<file path="src/rtl/if_id_queue.sv">
// IF/ID instruction queue: DEPTH-word circular buffer feeding a registered
// valid/ready output that assembles short (1-word) and long (2-word) instructions.
// Optional legacy bubble mode is enabled by defining IF_ID_QUEUE_BUBBLE_EN.
module if_id_queue #(
  parameter int unsigned       DATA_W   = 16,
  parameter int unsigned       DEPTH    = 4,
  parameter int unsigned       LONG_BIT = 15,
  parameter logic [DATA_W-1:0] NOP_WORD = 16'h0F00,
  parameter int unsigned       CNT_W    = $clog2(DEPTH + 1)
) (
  input  logic              clk,
  input  logic              reset_n,
  input  logic [DATA_W-1:0] fetch_data_in,
  input  logic              fetch_valid_in,
  output logic              fetch_ready_out,
  input  logic              flush_in,
  output logic [DATA_W-1:0] instruc_out,
  output logic [DATA_W-1:0] imediat_out,
  output logic              long_out,
  output logic              valid_out,
  input  logic              ready_in,
  output logic [CNT_W-1:0]  count_out
);

  localparam int unsigned PtrW = (DEPTH > 1) ? $clog2(DEPTH) : 1;

`ifdef IF_ID_QUEUE_BUBBLE_EN
  localparam bit BubbleEn = 1'b1;
`else
  localparam bit BubbleEn = 1'b0;
`endif

  function automatic logic [PtrW-1:0] ptr_inc(input logic [PtrW-1:0] p);
    return (p == PtrW'(DEPTH - 1)) ? '0 : p + PtrW'(1);
  endfunction

  logic [DATA_W-1:0] mem_q [DEPTH];
  logic [PtrW-1:0]   rd_ptr_q, rd_ptr_d, wr_ptr_q, wr_ptr_d;
  logic [CNT_W-1:0]  count_q, count_d;
  logic [DATA_W-1:0] instr_q, instr_d, imm_q, imm_d;
  logic              long_q, long_d, valid_q, valid_d;

  logic [PtrW-1:0]   rd_ptr_1, rd_ptr_2;
  logic [DATA_W-1:0] head, head_next;
  logic              head_long, complete, load, push;
  logic [1:0]        pop_n;

  assign rd_ptr_1  = ptr_inc(rd_ptr_q);
  assign rd_ptr_2  = ptr_inc(rd_ptr_1);
  assign head      = mem_q[rd_ptr_q];
  assign head_next = mem_q[rd_ptr_1];
  assign head_long = head[LONG_BIT];

  // Ready looks only at the registered count so it never depends on a same-cycle pop.
  assign fetch_ready_out = (count_q < CNT_W'(DEPTH)) && !flush_in;
  assign push            = fetch_valid_in && fetch_ready_out;

  assign complete = head_long ? (count_q >= CNT_W'(2)) : (count_q >= CNT_W'(1));
  assign load     = (!valid_q || ready_in) && complete && !flush_in;
  assign pop_n    = load ? (head_long ? 2'd2 : 2'd1) : 2'd0;

  always_comb begin
    rd_ptr_d = rd_ptr_q;
    wr_ptr_d = wr_ptr_q;
    count_d  = count_q;
    instr_d  = instr_q;
    imm_d    = imm_q;
    long_d   = long_q;
    valid_d  = valid_q;

    if (flush_in) begin
      rd_ptr_d = '0;
      wr_ptr_d = '0;
      count_d  = '0;
      instr_d  = NOP_WORD;
      imm_d    = '0;
      long_d   = 1'b0;
      valid_d  = BubbleEn;
    end else begin
      if (push) begin
        wr_ptr_d = ptr_inc(wr_ptr_q);
      end
      count_d = count_q + CNT_W'(push) - CNT_W'(pop_n);

      if (load) begin
        instr_d  = head;
        imm_d    = head_long ? head_next : '0;
        long_d   = head_long;
        valid_d  = 1'b1;
        rd_ptr_d = head_long ? rd_ptr_2 : rd_ptr_1;
      end else if ((valid_q && ready_in) || (BubbleEn && !valid_q)) begin
        // Output consumed (or idle in bubble mode) with nothing complete behind it.
        instr_d = NOP_WORD;
        imm_d   = '0;
        long_d  = 1'b0;
        valid_d = BubbleEn;
      end
    end
  end

  always_ff @(posedge clk or negedge reset_n) begin
    if (!reset_n) begin
      rd_ptr_q <= '0;
      wr_ptr_q <= '0;
      count_q  <= '0;
      instr_q  <= NOP_WORD;
      imm_q    <= '0;
      long_q   <= 1'b0;
      valid_q  <= 1'b0;
    end else begin
      rd_ptr_q <= rd_ptr_d;
      wr_ptr_q <= wr_ptr_d;
      count_q  <= count_d;
      instr_q  <= instr_d;
      imm_q    <= imm_d;
      long_q   <= long_d;
      valid_q  <= valid_d;
    end
  end

  // Storage needs no reset: count_q gates every read.
  always_ff @(posedge clk) begin
    if (push) begin
      mem_q[wr_ptr_q] <= fetch_data_in;
    end
  end

  assign instruc_out = instr_q;
  assign imediat_out = imm_q;
  assign long_out    = long_q;
  assign valid_out   = valid_q;
  assign count_out   = count_q;

endmodule

</file>
<file path="config.mk">
export PLATFORM = sky130hd
export DESIGN_NAME = if_id_queue
export DESIGN_NICKNAME = d
export VERILOG_FILES = /design/src/rtl/if_id_queue.sv
export SDC_FILE = /design/constraint.sdc
export NUM_CORES = 1
export LEC_CHECK = 0
export CELL_PAD_IN_SITES_DETAIL_PLACEMENT = 1
export CELL_PAD_IN_SITES_GLOBAL_PLACEMENT = 1
export CORE_ASPECT_RATIO = 0.5
export CORE_MARGIN = 3
export CORE_UTILIZATION = 47
export DETAILED_ROUTE_END_ITERATION = 8
export PLACE_DENSITY_LB_ADDON = 0.1
export SYNTH_ARGS = -nofsm -noshare
export SYNTH_HDL_FRONTEND = slang
export SYNTH_SLANG_ARGS = --single-unit
</file>
<file path="constraint.sdc">
create_clock -name clk -period 2.98 [get_ports clk]
set_clock_uncertainty 0.1 [all_clocks]
set_input_delay 0.596 -clock clk [delete_from_list [all_inputs] [get_ports clk]]
set_output_delay 0.596 -clock clk [all_outputs]
set_load 0.03 [all_outputs]
</file>
==> metrics.yaml <==
synth_cell_types: 38
antenna_found_initial: 0
combinationalPowerShare_pct: 39.5
power_frac_seq_pct: 38.8
netlist.area_leader.share_pct: 42.5
post_cts_buffers: 0
timing.final.max_slew_violations: 0
seq_area_frac_synth_pct: 64.7
ff2ff_setup_slack_ps: 290
yosys.area.top_type: "edfxtp_1"
synth_nets: 279
insertion_delay_ps: 330
crit_path_start_kind: "register"
grt_pass1_wl_um: 16200
drv_cap: 0
cts_root_buffer: "clkbuf_16"
power.density_nw_per_um2: 890
core_um2: 9040
cts_tree: "done"
nNetsFinal: 346
num_io_pins: 59
synth_area_um2: 4520
viasPerCell: 5.58
synth_edf_count: 64
async_reset_ff_share_pct: 38.5
die_w_um: 145
critPathMaxFanout: 5
clock-sinks: 104
r2r-start: "rd_ptr_q[1]"
setup_viol: 0
row_count: 24
fin_crit_sh_pct: 90.3
ys.flop_type: "edfxtp_1"
worstPathRequired_ps: 3100
slew_headroom_pct: 37.2
hold_viol_final: 0
synthAdderAreaFrac_pct: 2.66
ff_latch_area_um2: 2930
clkSlewWorstSetupHoldPaths_ps: 70
synthTopCellsByArea: "edfxtp_1 (43%), dfrtp_1 (20%), mux4_2 (15%), a22o_1 (5.2%), dfstp_2 (2.3%)"
grt_max_degree: 41
route.detailed.drc: 0
syn_area_per_cell_um2: 18.2
hold_class: "in -> async"
die_h_um: 75.4
swShare_pct: 33.8
postRouteWirelength_um: 10200
tightestPinTransition_ps: 941
gp_congestion: 0.760
gr-usage-all-layers_pct: 20.5
cts_buffers: 9
grt_pass1_vias: 2892
path_class: "reg -> reg"
synth_top_family_by_area: "multiplexers"
ant_nets: 0
vias: 2518
r2r_cells: 12
firstDrtPassIters: 4
ir_drop_mv: 0.377
port_buffers: 58
synthXorXnorAreaFrac_pct: 0.387
diodes: 0
wl_per_cell_um: 22.6
ys_warn_count: 0
start_util_pct: 50.0
post-dp-hpwl_um: 6960
end_kind: "register"
power_switching_mw: 1.66
outcome: "completed"
r2r-end: "count_out[2]"
max_freq_mhz: 372
synthSimpleGateAreaFrac_pct: 3.40
fillers: 813
cts_resized: 0
area_growth_pct: 22.2
min_period_ps: 2690
ys_ff_latch: 104
cts_htree_levels: 3
arrival_ps: 2810
clockBufferDepth: 2
cts_hold_buf: 0
syn_inst: 249
detail_route.iter0.violations: 126
finalPower_mw: 4.92
synth_compound_area_share_pct: 8.55
synth_mux_area_share_pct: 16.8
die_area_um2: 10900
multi_input_area_um2: 1440
grt_setup_unrepaired: "no"
totalNegativeSetupSlack_ps: 0
drive_above_1_share_pct: 21.8
clkPwrFrac_pct: 21.8
overflow: 0
p_int_mw: 3.26
p_leak_nw: 2.09
-- cells in the final DEF (no fill, tap or decap), drive strengths merged, types with 2 or more instances in the layout --
cell type and count:
dfstp 4, nor2b 2, a22o 27, o21ai 2, clkdlybuf4s50 56, mux4 31, a2bb2oi 4, mux2i 4
a21o 2, nand2 3, dfrtp 36, nor2 8, clkbuf 14, a21oi 2, and3 6, buf 16
nand2b 3, inv 11, edfxtp 64, nand3b 2, ha 8
-- worst max path at each step --
stage,slack [ps],endpoint,cells after the start,start
floorplan,140,count_out[2],10,flush_in
global placement,110,count_out[2],12,flush_in
detailed placement,8,count_out[2],12,flush_in
CTS,270,count_out[2],12,rd_ptr_q[1]
global route,70,count_out[2],12,rd_ptr_q[1]
finish,290,count_out[2],12,rd_ptr_q[1]
-- layer usage --
layer	global-route usage [%]	share of wire, %	vias to the layer above
met2	36.2	50	59
met1	26.7	44	1329
li1	-	-	1123
met5	0	0	-
met3	4.89	4.9	7
met4	4.24	0.58	0
-- power by group through the flow --
stage	clock (mW)	combinational (mW)	sequential, mW
detailed placement	0	1.95	1.93
finish	1.07	1.94	1.91
global route	1.16	2.09	1.94
global placement	0	1.91	1.92
CTS	1.10	1.97	1.91
floorplan	0	1.06	2.18
-- Yosys cell counts, types with 2 or more instances --
library cell and count:
mux4_2 31, a21o_1 2, nand3b_1 2, clkbuf_1 2
a22o_1 27, mux2i_1 2, inv_1 10, nor2b_1 2
o21ai_1 2, nand2b_1 3, ha_1 8, buf_6 6
dfstp_2 4, mux2i_2 2, a2bb2oi_1 4, and3_1 6
edfxtp_1 64, dfrtp_1 36, a21oi_1 2, buf_2 7
nor2_1 8, nand2_1 3
-- sequential cells by signal, indices dropped and copies added, names as in the netlist --
signal	flops
count_out	3
imediat_out	16
instruc_out	16
mem_q	64
rd_ptr_q	2
valid_out	1
wr_ptr_q	2
-- metrics by stage --
stage | cell area (um2) | hold slack, ps | instances | util [%] | setup WS (ps)
3_5_place_dp | 5260 | 355 | 435 | 58.2 | 7.60
5_1_grt | 5530 | 359 | 451 | 61.1 | 72.3
4_1_cts | 5530 | 330 | 451 | 61.1 | 271
2_1_floorplan | 4520 | 200 | 249 | - | 144
6_report | 5530 | 305 | 451 | 61.1 | 289
3_3_place_gp | 5260 | 351 | 435 | 58.2 | 110
-- worst max-delay path, cell delays in order, from the launching register on --
cell       delay [ps]
dfrtp_1           470
mux2_4            370
o2bb2ai_4         210
o21ai_1           120
nor2_1            110
ha_1              230
inv_1              50
ha_1              130
inv_1              50
fa_1              370
xor2_1            170
xnor2_1           140
nor2_1             60
-- cells by family after synthesis --
logic type	count (synthesis)
multiplexers	36
buffers and inverters	26
AO/OA/AOI/OAI	43
adder cells (fa/ha/maj)	9
AND/OR/NAND/NOR	29
flip-flops	104
XOR/XNOR	2
-- layout make-up --
cell class	count	share of cell area, %
inverters	10	0.679
flip-flops and latches	104	53.0
multi-input cells	119	26.0
clock buffers	14	4.60
repair buffers	72	12.5
well taps	130	2.94
clock inverters	2	0.249
Power figures use the tool's default switching activity.
